## src/rtl/button_events_pkg.sv

```systemverilog
// Shared types and constants for the button_events block.
// The state encoding is fixed here so that debug and observation logic can decode it.
package button_events_pkg;

  typedef enum logic [1:0] {
    IDLE      = 2'd0,
    WAIT_HOLD = 2'd1,
    REPEATING = 2'd2
  } state_e;

  // Default timing for a 27 MHz clk: 0.5 s before the first repeat, then one repeat every 0.1 s.
  localparam int HOLD_DELAY_0P5S = 13500000;
  localparam int REPEAT_0P1S     = 2700000;
  localparam int CNT_WIDTH_DFLT  = 24;

  // Returns 1 when a counter of width w can hold every value below max(a, b).
  function automatic bit cnt_width_ok(int w, int a, int b);
    longint unsigned lim;
    lim = longint'(1) << w;
    return (lim > longint'(a)) && (lim > longint'(b));
  endfunction

endpackage

```

## src/rtl/button_events_if.sv

```systemverilog
// Button level in, UI events out. release and repeat are reserved words in SystemVerilog,
// so those two pulses carry a _pulse suffix.
interface button_events_if;
  logic clean;
  logic press;
  logic release_pulse;
  logic repeat_pulse;
  logic step;
  logic held;

  modport master (
    output clean,
    input  press, release_pulse, repeat_pulse, step, held
  );

  modport slave (
    input  clean,
    output press, release_pulse, repeat_pulse, step, held
  );
endinterface

```

## src/rtl/button_events.sv

```systemverilog
// Turns one debounced button level into press, release and auto-repeat pulses.
// All outputs are registered. Reset re-arms edge detection from the current level.
//
// state     | meaning
// ----------|-------------------------------------------------------------
// IDLE      | button up, or held since reset; waiting for a fresh rising edge
// WAIT_HOLD | pressed; counting HOLD_DELAY cycles towards the first repeat
// REPEATING | held long enough; one repeat every REPEAT_PERIOD cycles
module button_events
  import button_events_pkg::*;
#(
  parameter int HOLD_DELAY    = HOLD_DELAY_0P5S,
  parameter int REPEAT_PERIOD = REPEAT_0P1S,
  parameter int CNT_WIDTH     = CNT_WIDTH_DFLT
) (
  input  logic              clock,
  input  logic              reset,
  button_events_if.slave    bus
);

  localparam logic [CNT_WIDTH-1:0] HOLD_LAST   = CNT_WIDTH'(HOLD_DELAY - 1);
  localparam logic [CNT_WIDTH-1:0] REPEAT_LAST = CNT_WIDTH'(REPEAT_PERIOD - 1);
  localparam logic [CNT_WIDTH-1:0] CNT_ONE     = CNT_WIDTH'(1);

  state_e               state_q, state_d;
  logic [CNT_WIDTH-1:0] cnt_q, cnt_d;
  logic                 prev_q, prev_d;
  logic                 press_q, press_d;
  logic                 release_q, release_d;
  logic                 repeat_q, repeat_d;
  logic                 step_q, step_d;
  logic                 held_q, held_d;
  logic                 rise;

  assign rise = bus.clean & ~prev_q;

  always_comb begin
    state_d   = state_q;
    cnt_d     = cnt_q;
    prev_d    = bus.clean;
    press_d   = 1'b0;
    release_d = 1'b0;
    repeat_d  = 1'b0;
    held_d    = 1'b0;

    case (state_q)
      IDLE: begin
        if (rise) begin
          press_d = 1'b1;
          cnt_d   = '0;
          state_d = WAIT_HOLD;
        end
      end

      WAIT_HOLD: begin
        if (!bus.clean) begin
          release_d = 1'b1;
          cnt_d     = '0;
          state_d   = IDLE;
        end else if (cnt_q == HOLD_LAST) begin
          repeat_d = 1'b1;
          held_d   = 1'b1;
          cnt_d    = '0;
          state_d  = REPEATING;
        end else begin
          cnt_d = cnt_q + CNT_ONE;
        end
      end

      REPEATING: begin
        // Checking the level first lets a release swallow a repeat that falls due in the same cycle.
        if (!bus.clean) begin
          release_d = 1'b1;
          cnt_d     = '0;
          state_d   = IDLE;
        end else begin
          held_d = 1'b1;
          if (cnt_q == REPEAT_LAST) begin
            repeat_d = 1'b1;
            cnt_d    = '0;
          end else begin
            cnt_d = cnt_q + CNT_ONE;
          end
        end
      end

      default: begin
        cnt_d   = '0;
        state_d = IDLE;
      end
    endcase

    step_d = press_d | repeat_d;
  end

  always_ff @(posedge clock) begin
    if (reset) begin
      state_q   <= IDLE;
      cnt_q     <= '0;
      prev_q    <= bus.clean;
      press_q   <= 1'b0;
      release_q <= 1'b0;
      repeat_q  <= 1'b0;
      step_q    <= 1'b0;
      held_q    <= 1'b0;
    end else begin
      state_q   <= state_d;
      cnt_q     <= cnt_d;
      prev_q    <= prev_d;
      press_q   <= press_d;
      release_q <= release_d;
      repeat_q  <= repeat_d;
      step_q    <= step_d;
      held_q    <= held_d;
    end
  end

  assign bus.press         = press_q;
  assign bus.release_pulse = release_q;
  assign bus.repeat_pulse  = repeat_q;
  assign bus.step          = step_q;
  assign bus.held          = held_q;

endmodule

```

## src/flat_wrapper.sv

```systemverilog
// flat-port wrapper written by rule: the top's interface ports become plain ports
module button_events_flat import button_events_pkg::*;
#(
  parameter int HOLD_DELAY    = HOLD_DELAY_0P5S,
  parameter int REPEAT_PERIOD = REPEAT_0P1S,
  parameter int CNT_WIDTH     = CNT_WIDTH_DFLT
)
  (clock, reset, bus_clean, bus_press, bus_release_pulse, bus_repeat_pulse, bus_step, bus_held);
  button_events_if bus_i ();
  input  logic clock;
  input  logic reset;
  input wire logic [$bits(bus_i.clean)-1:0] bus_clean;
  output wire logic [$bits(bus_i.press)-1:0] bus_press;
  output wire logic [$bits(bus_i.release_pulse)-1:0] bus_release_pulse;
  output wire logic [$bits(bus_i.repeat_pulse)-1:0] bus_repeat_pulse;
  output wire logic [$bits(bus_i.step)-1:0] bus_step;
  output wire logic [$bits(bus_i.held)-1:0] bus_held;
  assign bus_i.clean = bus_clean;
  assign bus_press = bus_i.press;
  assign bus_release_pulse = bus_i.release_pulse;
  assign bus_repeat_pulse = bus_i.repeat_pulse;
  assign bus_step = bus_i.step;
  assign bus_held = bus_i.held;
  button_events #(.HOLD_DELAY(HOLD_DELAY), .REPEAT_PERIOD(REPEAT_PERIOD), .CNT_WIDTH(CNT_WIDTH)) u_core (.clock(clock), .reset(reset), .bus(bus_i));
endmodule
```

## config.mk

```make
export PLATFORM = sky130hd
export DESIGN_NAME = button_events_flat
export DESIGN_NICKNAME = d
export VERILOG_FILES = /design/src/rtl/button_events_pkg.sv /design/src/rtl/button_events_if.sv /design/src/rtl/button_events.sv /design/src/flat_wrapper.sv
export SDC_FILE = /design/constraint.sdc
export NUM_CORES = 1
export LEC_CHECK = 0
export BUFFER_PORTS_ARGS = -buffer_cell sky130_fd_sc_hd__buf_2
export CAP_MARGIN = 10
export CORE_UTILIZATION = 40
export CTS_BUF_LIST = sky130_fd_sc_hd__clkbuf_4
export DETAILED_ROUTE_END_ITERATION = 8
export PLACE_DENSITY_LB_ADDON = 0.3
export SETUP_SLACK_MARGIN = 0.1
export SLEW_MARGIN = 20
export SYNTH_ARGS = -nofsm -noshare
export SYNTH_HDL_FRONTEND = slang
export SYNTH_SLANG_ARGS = --single-unit
export TNS_END_PERCENT = 5
```

## constraint.sdc

```tcl
create_clock -name clock -period 2.5 [get_ports clock]
set_clock_uncertainty 0.1 [all_clocks]
set_input_delay 0.625 -clock clock [delete_from_list [all_inputs] [get_ports clock]]
set_output_delay 0.625 -clock clock [all_outputs]
set_load 0.01 [all_outputs]
```

# After elaboration in Yosys (flattened, before gate mapping)
# Index checks and enable logic that the tools add are counted.
[word_totals] regBits=32 input_bits=3
[classes] add_sub_neg=1 n_eq_ne=7 n_mux=21 n_bitwise=4 reduce_logical=4
[ops] op="24-bit 2-to-1 mux" n=5
[ops] op="24-bit one-hot mux with 3 select lines" n=1
[ops] op="24-bit by 1-bit adder with 24-bit output (second input constant)" n=1
[ops] op="24-bit by 22-bit == test with 1-bit output (second input constant)" n=1
[ops] op="24-bit == test (second input constant)" n=1
[ops] op="1-bit 2-to-1 mux" n=8
[ops] op="2-bit 2-to-1 mux" n=4
[ops] op="2-bit one-hot mux with 3 select lines" n=1
[ops] op="1-bit one-hot mux with 2 select lines" n=2
[ops] op="2-bit OR reduction" n=2
[ops] op="3-bit by 2-bit inequality test with 1-bit output (second input constant)" n=1
[ops] op="3-bit AND reduction" n=1
[ops] op="2-bit by 1-bit == test with 1-bit output (second input constant)" n=1
[ops] op="2-bit == test (second input constant)" n=1
[ops] op="2-bit zero test" n=1
[ops] op="2-bit by 1-bit inequality test with 1-bit output (second input constant)" n=1
[ops] op="2-bit inequality test (second input constant)" n=1
[ops] op="1-bit NOT" n=2
[ops] op="1-bit AND" n=1
[ops] op="1-bit OR" n=1

# Logic depth before layout (Yosys ltp)
[depth] depth_word=5 mapped_depth=8 mapped_depth_nobuf=7

# Worst setup path before layout
# No wires, ideal clock.
[synth_path] kind="register to register" from="register u_core.cnt_q[0]" to="register u_core.cnt_q[19]" arrival_ns=2.034 required_time_ns=2.341 path_slack_ns=0.306 path_stages_with_launch=9 n_path_buf=1 synth_period_minus_slack_ns=2.194 cell_sequence="dfxtp_1 > ha_1 > and3_1 > nand4_4 > o21bai_1 > a211o_1 > buf_6 > or4_1 > nand2_1"
[synth_via] elab_chain_len=4
[synth_lines] element="start: declaration" line_no="button_events.sv:26" rtl="logic [CNT_WIDTH-1:0] cnt_q, cnt_d;"
[synth_lines] element="start signal: assignment" line_no="button_events.sv:108" rtl="cnt_q <= cnt_d;"
[synth_lines] element="24-bit by 1-bit adder with 24-bit output, or another cell as far along" line_no="button_events.sv:66, button_events.sv:82"
[synth_lines] element="24-bit 2-to-1 mux (on tied branches)" line_no="button_events.sv:78, button_events.sv:60"
[synth_lines] element="24-bit 2-to-1 mux (on tied branches)" line_no="button_events.sv:72, button_events.sv:56"
[synth_lines] element="24-bit one-hot mux with 3 select lines *" line_no="button_events.sv:46" rtl="case (state_q)"
# Every way passes the cells marked *; elsewhere a longest branch is shown, timed or not.
# A chain may end at the register's enable or synchronous reset.

# Final worst setup path
# Same ends and word-level chain as after synthesis.

==> run summary <==
Clock Tree Root - clkbuf_4
metal3 WL - 181 µm
multi-input logic area - 984.7 µm²
Synth Area in Adders - 2.981%
simple logic cell fraction of the synthesized area - 32.34%
crit path to - u_core.cnt_q[19]
Nets - 232
CP max-delay cell - or4_1
vias - 1533
worst reg2reg path depth - 7
Slew @ Worst Pin - 1.031 ns
total chip power - 905.9 µW
CTS tree - done
dpl hpwl - 2837 µm
pwr/cell area - 473.2 nW/µm²
PortBufs - 7
crit-path max cell delay - 0.52 ns
RSZ-0062 raised after global routing - false
clock sink total - 32
CP Launch Point - u_core.cnt_q[0]
worst-path cell chain - ha_2 -> and3_1 -> nand4_4 -> o311ai_4 -> a211o_1 -> or4_1 -> nand2_1
vias in the first global route - 1313
Synth Flop Type - dfxtp_1
crit path launch type - register
TNS Setup - 0 ns
global placement routability congestion - 0.8770
FP Rows - 23
sequential area share after synthesis - 38.15%
Inserted Clock Buffers - 5
die area - 4461 µm²
Layout fillers - 398
status - finished, final reports clean
complex-gate fraction of the synthesized area - 18.85%
XOR/XNOR share of the synthesized area - 3.130%
Area Growth Syn to Fin - 14.01%
worst reg2reg startpoint - u_core.cnt_q[0]
ys async rst share - 0%
Reg-to-Reg End - u_core.cnt_q[19]
Slew Viols, Final - 0
share of layout cells above drive strength 1 - 18.14%
global-route wire length before repair - 6306 µm
setup violators final - 0
worst vdd ir - 0.0001734 V
multiplexer share of the synthesized area - 1.192%
number of max-cap violations - 0
Ports - 8
dominant cell type by area after synthesis - dfxtp_1
Core ar. - 4029 µm²
hold crit path type - register to register
routed len/inst - 13.87 µm
WP data required - 2.68 ns
wl on met1 - 1900 µm
Hold Vio Cnt, Final - 0
n_diodes - 0
Tot GR Track Use - 19.14%
GRT overflow - 0
Slew Limit Headroom - 31.04%
synthesized area - 1679 µm²
Final min period - 2.208 ns
H-tree levels - 2
largest family of logic cells by synthesized area - simple AND/OR/NAND/NOR gates
die width - 66.79 µm
R2R Setup Slk - 0.29 ns
critical setup path kind - register to register
Synthesized Nets - 209
synth top area cells - dfxtp_1 (38%), nand2_1 (4.9%), nand3_1 (4.8%)
largest net degree at the start of global routing - 17
Routed Antenna Nets - 0
DRC - 0
top layer in use - met4
met2 WL post-DR - 1737 µm
Die H - 66.79 µm
Reg clk slew, reported paths - 0.10 ns
final WL - 3827 µm
Post-synth EDFFs - 0
drt first pass iters - 4
initial antenna violation count - 0
drt via density - 5.554
post-synthesis register bit count - 32
Cell variety after synth - 46
CTS max path bufs - 2
Crit. End Element - register
period utilisation layout - 88.31%
FF+latch area - 640.6 µm²
Initial Util - 41.68%
syn_area_per_cell - 8.312 µm²
Hold Buf Count CTS - 0
area share of the leading cell type in the synthesized netlist - 38.15%
1st-iter DRT viols - 80
Yosys warnings - 0
maximum fanout along the worst path - 6
Arr. time, crit path - 2.39 ns
Syn Inst Count - 202
Fmax achieved - 453.0 MHz
Pleak - 0.6423 nW
later-pin clock latency in the skew report - 0.33 ns
## power by group
group / switching [mW] / internal [mW]
Sequential: 0.00263 / 0.515
Combinational: 0.0530 / 0.0326
Clock: 0.173 / 0.130
Total: 0.228 / 0.678
## metrics by stage
step	hold slack [ns]	cell area (µm²)	util [%]	setup slack [ns]	cells
finish	0.3900	1914	47.52	0.2923	276
global route	0.4084	1914	47.52	0.1059	276
CTS	0.3971	1912	47.45	0.2154	276
detailed placement	0.3797	1856	46.06	0.1447	268
global placement	0.3785	1856	46.06	0.1846	268
floorplan	0.3536	1679	-	0.3064	202
## worst min-delay path by stage
stage / start / end / depth (start not counted)
floorplan: u_core.state_q[0] / u_core.state_q[0] / 2
global placement: u_core.state_q[0] / u_core.state_q[0] / 2
detailed placement: u_core.state_q[0] / u_core.state_q[0] / 2
CTS: u_core.state_q[0] / u_core.state_q[0] / 2
global route: bus_clean / u_core.prev_q / 1
finish: u_core.state_q[0] / u_core.state_q[0] / 2
## synth_stat cells (2+ instances only)
cell type	n
o21ai_0	9
a21oi_1	15
nand3_1	16
o31ai_1	4
xor2_1	5
clkbuf_1	2
and3_1	5
buf_2	2
ha_1	4
a22oi_1	3
nand4_1	6
mux2i_1	2
nor2_1	18
nor3b_1	2
dfxtp_1	32
nor4b_1	2
or3_2	2
or2_2	3
a211oi_1	3
o31a_1	2
a31oi_1	6
nor3_1	2
or4_1	3
and2_1	6
nand2_1	22
inv_1	6
## flip-flops by register name, indices dropped and copies added (netlist names)
register and cells:
u_core.cnt_q 24, u_core.bus.release_pulse 1, u_core.bus.step 1, u_core.bus.press 1, u_core.bus.held 1, u_core.prev_q 1, u_core.bus.repeat_pulse 1, u_core.state_q 2
## logic make-up after synthesis
logic type,Yosys count
xor gates and xnor gates,6
buffers and inverters,12
AOI/OAI and AO/OA,48
DFF,32
and+or+nand+nor,98
muxes,2
adders and majority gates,4
## area by class of cell
class	count	area share, %
clock buffer	7	2.745
clock inverter	1	0.1961
inverter	6	1.176
multi-input combinational	158	51.44
sequential	32	33.46
tap	50	3.268
timing repair buffer	22	7.712
## cell usage in the layout, fill, tap and decap left out, types with 7 or more instances in the layout
master    instances
clkbuf_4          7
nand2_1          22
a21oi_1          15
nand3_1          16
nor2_1           18
buf_4            15
buf_2             7
o21ai_0           9
dfxtp_1          32
## layer usage
layer  track usage [%]  vias up
met3             3.082        2
met5                 0        -
met1             26.71      696
met2             28.28       47
li1                  -      788
met4             9.043        0
## what timing repair did
item	in CTS	in global routing
resized for setup	0	1
setup endpoints to repair	0	10
setup buffers	0	0
hold endpoints to repair	0	0
## critical path, delay by kind of cell, from the launching register on
kind,cells,cell delay (ns)
flip-flops,1,0.36
AND/OR/NAND/NOR,4,0.95
adder cells (fa/ha/maj),1,0.22
AO/OA/AOI/OAI,2,0.53
Note: power is estimated with default switching activity, not from simulation.
